==> src/rtl/uart_line_buffer.sv <==
// uart_line_buffer
// Sits between uart_rx and uart_tx in the echo path. Received bytes are
// collected until the terminator arrives or the buffer is full. The whole line
// is then replayed to uart_tx one byte at a time using the DV/Done handshake.
//
// Build option: define LINE_BUFFER_REVERSE_EN to replay the line last-in
// first-out (terminator first). Without it the line replays in arrival order.
//
// Handshake contract (single statement for checker binding):
//   i_Rx_DV   : one-cycle strobe. The byte is stored only in FILL. In LAUNCH or
//               WAIT it is discarded and o_Drop pulses in the next cycle.
//   o_Tx_DV   : one-cycle strobe. o_Tx_Byte is valid from that cycle and holds
//               until the next strobe. A new strobe is issued only after an
//               i_Tx_Done has been accepted in WAIT.
//   i_Tx_Done : one-cycle strobe. It is acted on only in WAIT and ignored in
//               FILL and LAUNCH.
// o_Debug = {i_Tx_Active, fsm_state}, where FILL=0, LAUNCH=1 and WAIT=2.
module uart_line_buffer #(
    parameter int         DEPTH      = 16,
    parameter logic [7:0] TERMINATOR = 8'h0D
) (
    input  logic                    i_Clock,
    input  logic                    i_Rst_n,
    input  logic                    i_Rx_DV,
    input  logic [7:0]              i_Rx_Byte,
    input  logic                    i_Tx_Active,
    input  logic                    i_Tx_Done,
    output logic                    o_Tx_DV,
    output logic [7:0]              o_Tx_Byte,
    output logic [$clog2(DEPTH):0]  o_Count,
    output logic                    o_Drop,
    output logic [2:0]              o_Debug
);

    localparam int PTR_W = $clog2(DEPTH);
    localparam int CNT_W = PTR_W + 1;

    typedef enum logic [1:0] {
        S_FILL   = 2'd0,
        S_LAUNCH = 2'd1,
        S_WAIT   = 2'd2
    } state_t;

    state_t state;
    state_t state_next;

    logic [7:0]       mem [DEPTH];
    logic [PTR_W-1:0] wr;
    logic [PTR_W-1:0] rd;
    logic [CNT_W-1:0] count;

    // A stored byte ends the line if it is the terminator or it fills the last slot.
    logic line_end;
    // count is already zero after the final launch, so a Done seen now ends the replay.
    logic line_sent;

    // Strobes decoded from the current state. They drive the datapath register updates.
    logic do_store;
    logic do_close;
    logic do_launch;
    logic do_rewind;
    logic do_drop;

    assign line_end  = (i_Rx_Byte == TERMINATOR) || (count == CNT_W'(DEPTH - 1));
    assign line_sent = (count == '0);

    // State register. Asynchronous reset returns the buffer to collecting.
    always_ff @(posedge i_Clock or negedge i_Rst_n) begin
        if (!i_Rst_n) begin
            state <= S_FILL;
        end else begin
            state <= state_next;
        end
    end

    // Next-state logic. LAUNCH always lasts exactly one cycle.
    always_comb begin
        state_next = state;
        case (state)
            S_FILL: begin
                if (i_Rx_DV && line_end) begin
                    state_next = S_LAUNCH;
                end
            end
            S_LAUNCH: begin
                state_next = S_WAIT;
            end
            S_WAIT: begin
                if (i_Tx_Done) begin
                    state_next = line_sent ? S_FILL : S_LAUNCH;
                end
            end
            default: begin
                state_next = S_FILL;
            end
        endcase
    end

    // Output decode. Each strobe is true only in the state that owns the action.
    always_comb begin
        do_store  = 1'b0;
        do_close  = 1'b0;
        do_launch = 1'b0;
        do_rewind = 1'b0;
        do_drop   = i_Rx_DV && (state != S_FILL);
        case (state)
            S_FILL: begin
                do_store = i_Rx_DV;
                do_close = i_Rx_DV && line_end;
            end
            S_LAUNCH: begin
                do_launch = 1'b1;
            end
            S_WAIT: begin
                do_rewind = i_Tx_Done && line_sent;
            end
            default: begin
                do_drop = 1'b0;
            end
        endcase
    end

    // Line storage. The contents are not reset; count says which entries are live.
    always_ff @(posedge i_Clock) begin
        if (do_store) begin
            mem[wr] <= i_Rx_Byte;
        end
    end

    // Pointers, occupancy and the registered transmit-side outputs.
    always_ff @(posedge i_Clock or negedge i_Rst_n) begin
        if (!i_Rst_n) begin
            wr        <= '0;
            rd        <= '0;
            count     <= '0;
            o_Tx_DV   <= 1'b0;
            o_Tx_Byte <= 8'h00;
            o_Drop    <= 1'b0;
        end else begin
            o_Drop  <= do_drop;
            o_Tx_DV <= do_launch;

            if (do_store) begin
                wr    <= wr + PTR_W'(1);
                count <= count + CNT_W'(1);
            end

            if (do_close) begin
`ifdef LINE_BUFFER_REVERSE_EN
                // The byte just written is the first one to go out.
                rd <= wr;
`else
                rd <= '0;
`endif
            end

            if (do_launch) begin
                o_Tx_Byte <= mem[rd];
                count     <= count - CNT_W'(1);
`ifdef LINE_BUFFER_REVERSE_EN
                rd <= rd - PTR_W'(1);
`else
                rd <= rd + PTR_W'(1);
`endif
            end

            // The next line starts at slot 0 once the last byte is confirmed sent.
            if (do_rewind) begin
                wr <= '0;
            end
        end
    end

    assign o_Count = count;
    assign o_Debug = {i_Tx_Active, state};

endmodule

==> config.mk <==
export PLATFORM = sky130hd
export DESIGN_NAME = uart_line_buffer
export DESIGN_NICKNAME = d
export VERILOG_FILES = /design/src/rtl/uart_line_buffer.sv
export SDC_FILE = /design/constraint.sdc
export NUM_CORES = 1
export LEC_CHECK = 0
export CAP_MARGIN = 20
export CELL_PAD_IN_SITES_DETAIL_PLACEMENT = 1
export CELL_PAD_IN_SITES_GLOBAL_PLACEMENT = 2
export CORE_ASPECT_RATIO = 1.2
export CORE_MARGIN = 2
export CORE_UTILIZATION = 45
export DETAILED_ROUTE_END_ITERATION = 6
export PLACE_DENSITY = 0.88
export SYNTH_ARGS = -nofsm -noshare
export SYNTH_HDL_FRONTEND = slang
export SYNTH_SLANG_ARGS = --single-unit
==> constraint.sdc <==
create_clock -name i_Clock -period 2.21 [get_ports i_Clock]
set_input_delay 0.442 -clock i_Clock [delete_from_list [all_inputs] [get_ports i_Clock]]
set_output_delay 0.442 -clock i_Clock [all_outputs]
set_load 0.01 [all_outputs]
==> results.ini <==
[sta]
final_max_slew_viol_count = 0
relSlewSlack = 0.584
fin_crit_sh = 0.894
skew_ns = 0.00789
rsz0062_at_grt = no
setup_slack_ns = 0.234
finalSetupViolCount = 0
tightest_slew_ns = 0.625
hold_violations = 0
max_freq_mhz = 506
fin_crit_ns = 1.98

[final_layout]
synthToLayoutAreaGrowth_pct = 19.7
nets = 436
final_common_cell = edfxtp_1
final_cell_mix = 128 x edfxtp_1, 32 x mux2i_1, 28 x clkdlybuf4s50_1, 27 x buf_4, 24 x dfrtp_1
fin_area_mm2 = 0.00742
drive_gt1_frac = 0.186
fill_cells = 1292
ff_latch_area_mm2 = 0.00447
diodes = 0
layout.cells.non_filler = 601
multi_input_area_mm2 = 0.00162

[pwr]
switchingPower_mw = 2.94
p_int_mw = 6.75
p_per_area_mw_per_mm2 = 1310
clockPowerShare = 0.293
p_comb_frac = 0.296
p_leak_nw = 2.62
vdd_ir_drop_max_mv = 0.574
power.share.sequential = 0.411
switching_share = 0.304

[placement]
dpl_cell_area_mm2 = 0.00685
dp_slack_ns = -0.131
dpl.cell_count = 569
hpwl_um = 9900
place_congestion = 0.790
numPortBuffers = 28

[global_route]
antenna_found_initial = 0
grt_max_degree = 35
gr-total-overflow = 0
grt_pass1_vias = 3666
track_usage = 0.215
grt_pass1_wl_um = 22800

[setup_path]
crit_type = primary input to flip-flop
cp_max_fo = 10
end_kind = flip-flop
r2r-start = state[1]
worst_ep_required_time_ns = 2.28
cp-startpoint = i_Rx_DV
startpoint_type = primary input
worstPathArrival_ns = 2.05

[clock_tree]
cts_buffer_depth = 2
worst_skew_pair.late_latency_ns = 0.42
root_buffer = clkbuf_16
cts.sinks = 153
cts_tree = built
post_cts_buffers = 0
postCtsHoldBufs = 0
path_clk_slew_ns = 0.06
cts_htree_levels = 4
numCtsBuffers = 17
cts_resized = 0

[route]
drt_iter0_drc = 228
drt_pre_antenna_iters = 5
wire_per_inst_um = 25.3
vias = 3438
vias_per_cell = 5.72
wl_um = 15200
final_antenna_net_count = 0
drc = 0

[die]
core_area_mm2 = 0.0136
dieArea_mm2 = 0.0147
ios = 31
rows = 47
start_util = 0.454
die_y_um = 133
die_w_um = 111

[yosys]
syn_area_mm2 = 0.00620
ys_top_cells_by_area = edfxtp_1 62%, dfrtp_1 10%, mux2i_1 5.2%
ys_types = 40
yosys_most_used_dff = edfxtp_1
synth_largest_area_cell = edfxtp_1
synthArstFlopShare = 0.163
synthCells = 356
synthesis.nets = 375
yosys_warnings = 0
synth_edf_count = 128
ys_ff_latch = 153
synth_top_area_frac = 0.620
synth_area_per_cell_um2 = 17.4
ys_seq_area_frac = 0.721

[min_path]
hold_class = primary input to async pin

[outcome]
outcome = finished clean

[run]
cap_violations = 0

power by group through the flow:
stage / clock (mW) / sequential, mW / combinational (mW)
6_report: 2.84 / 3.98 / 2.87
5_1_grt: 2.97 / 4.03 / 3.08
4_1_cts: 2.88 / 3.98 / 2.90
3_5_place_dp: 0 / 4.02 / 2.84
3_3_place_gp: 0 / 3.98 / 2.74
2_1_floorplan: 0 / 3.95 / 1.83
per-stage QoR:
stage	setup TNS, ns	power [mW]	util	hold slack, ns
floorplan	0	5.78	-	0.146
global placement	-0.248	6.71	0.502	0.522
detailed placement	-2.60	6.86	0.502	0.536
CTS	0	9.76	0.544	0.398
global route	0	10.1	0.544	0.413
finish	0	9.69	0.544	0.402
final timing paths:
check | to | slack [ns] | depth (start not counted)
setup / recovery | mem[4][1] | 0.23 | 6
hold / removal | o_Count[0] | 0.40 | 2
setup reg to reg | o_Count[4] | 0.24 | 6
hold reg to reg | o_Count[4] | 0.56 | 1
max in group asynchronous | rd[0] | 1.50 | 2
min in group i_Clock | o_Count[4] | 0.56 | 1
worst max-delay path, cell delays in order:
cell and delay [ns]:
clkdlybuf4s50_1 0.50, nor3b_2 0.16, buf_4 0.19, nand2_1 0.08, nor2_1 0.24, and2_1 0.43
layout make-up:
| cell class | instances | area share |
|---|---|---|
| clock buffers | 21 | 0.0593 |
| clock inverters | 11 | 0.0174 |
| inverters | 3 | 0.00152 |
| multi-input cells | 184 | 0.218 |
| flip-flops and latches | 153 | 0.602 |
| well taps | 171 | 0.0288 |
| repair buffers | 58 | 0.0732 |
synthesized netlist by cell type (2+ instances only):
| cell type | instances |
|---|---|
| buf_2 | 7 |
| nand2b_1 | 6 |
| o21ai_0 | 4 |
| a21oi_1 | 4 |
| nand2_1 | 11 |
| nor4_1 | 2 |
| mux2i_1 | 32 |
| o22ai_2 | 4 |
| and2_1 | 16 |
| nor3_1 | 11 |
| mux2_2 | 9 |
| buf_6 | 2 |
| inv_1 | 2 |
| mux4_1 | 9 |
| xnor2_1 | 3 |
| ha_1 | 6 |
| nand4_1 | 4 |
| nor2_1 | 17 |
| mux4_2 | 7 |
| dfrtp_1 | 25 |
| edfxtp_1 | 128 |
| xor2_1 | 6 |
| o22ai_1 | 21 |
| buf_1 | 4 |
state kept, by name, summed over array words and instances (netlist names):
signal     cells
state          2
o_Count        5
o_Tx_Byte      8
mem          128
o_Tx_DV        1
rd             4
wr             4
o_Drop         1
logic make-up after synthesis:
kind of cell	Yosys count	share of synthesized area
flip-flops	153	0.721
AND/OR/NAND/NOR	77	0.0660
multiplexers	57	0.132
AO/OA/AOI/OAI	35	0.0381
buffers and inverters	19	0.0186
XOR/XNOR	9	0.0127
adder cells (fa/ha/maj)	6	0.0121
routing by layer:
layer  vias to the layer above  share of wire  GRT usage
li1                       1519              -          -
met3                        19          0.048     0.0481
met1                      1772           0.40      0.264
met2                       128           0.53      0.371
met4                         0          0.021     0.0844
met5                         -              0          0
Power figures use the tool's default switching activity.
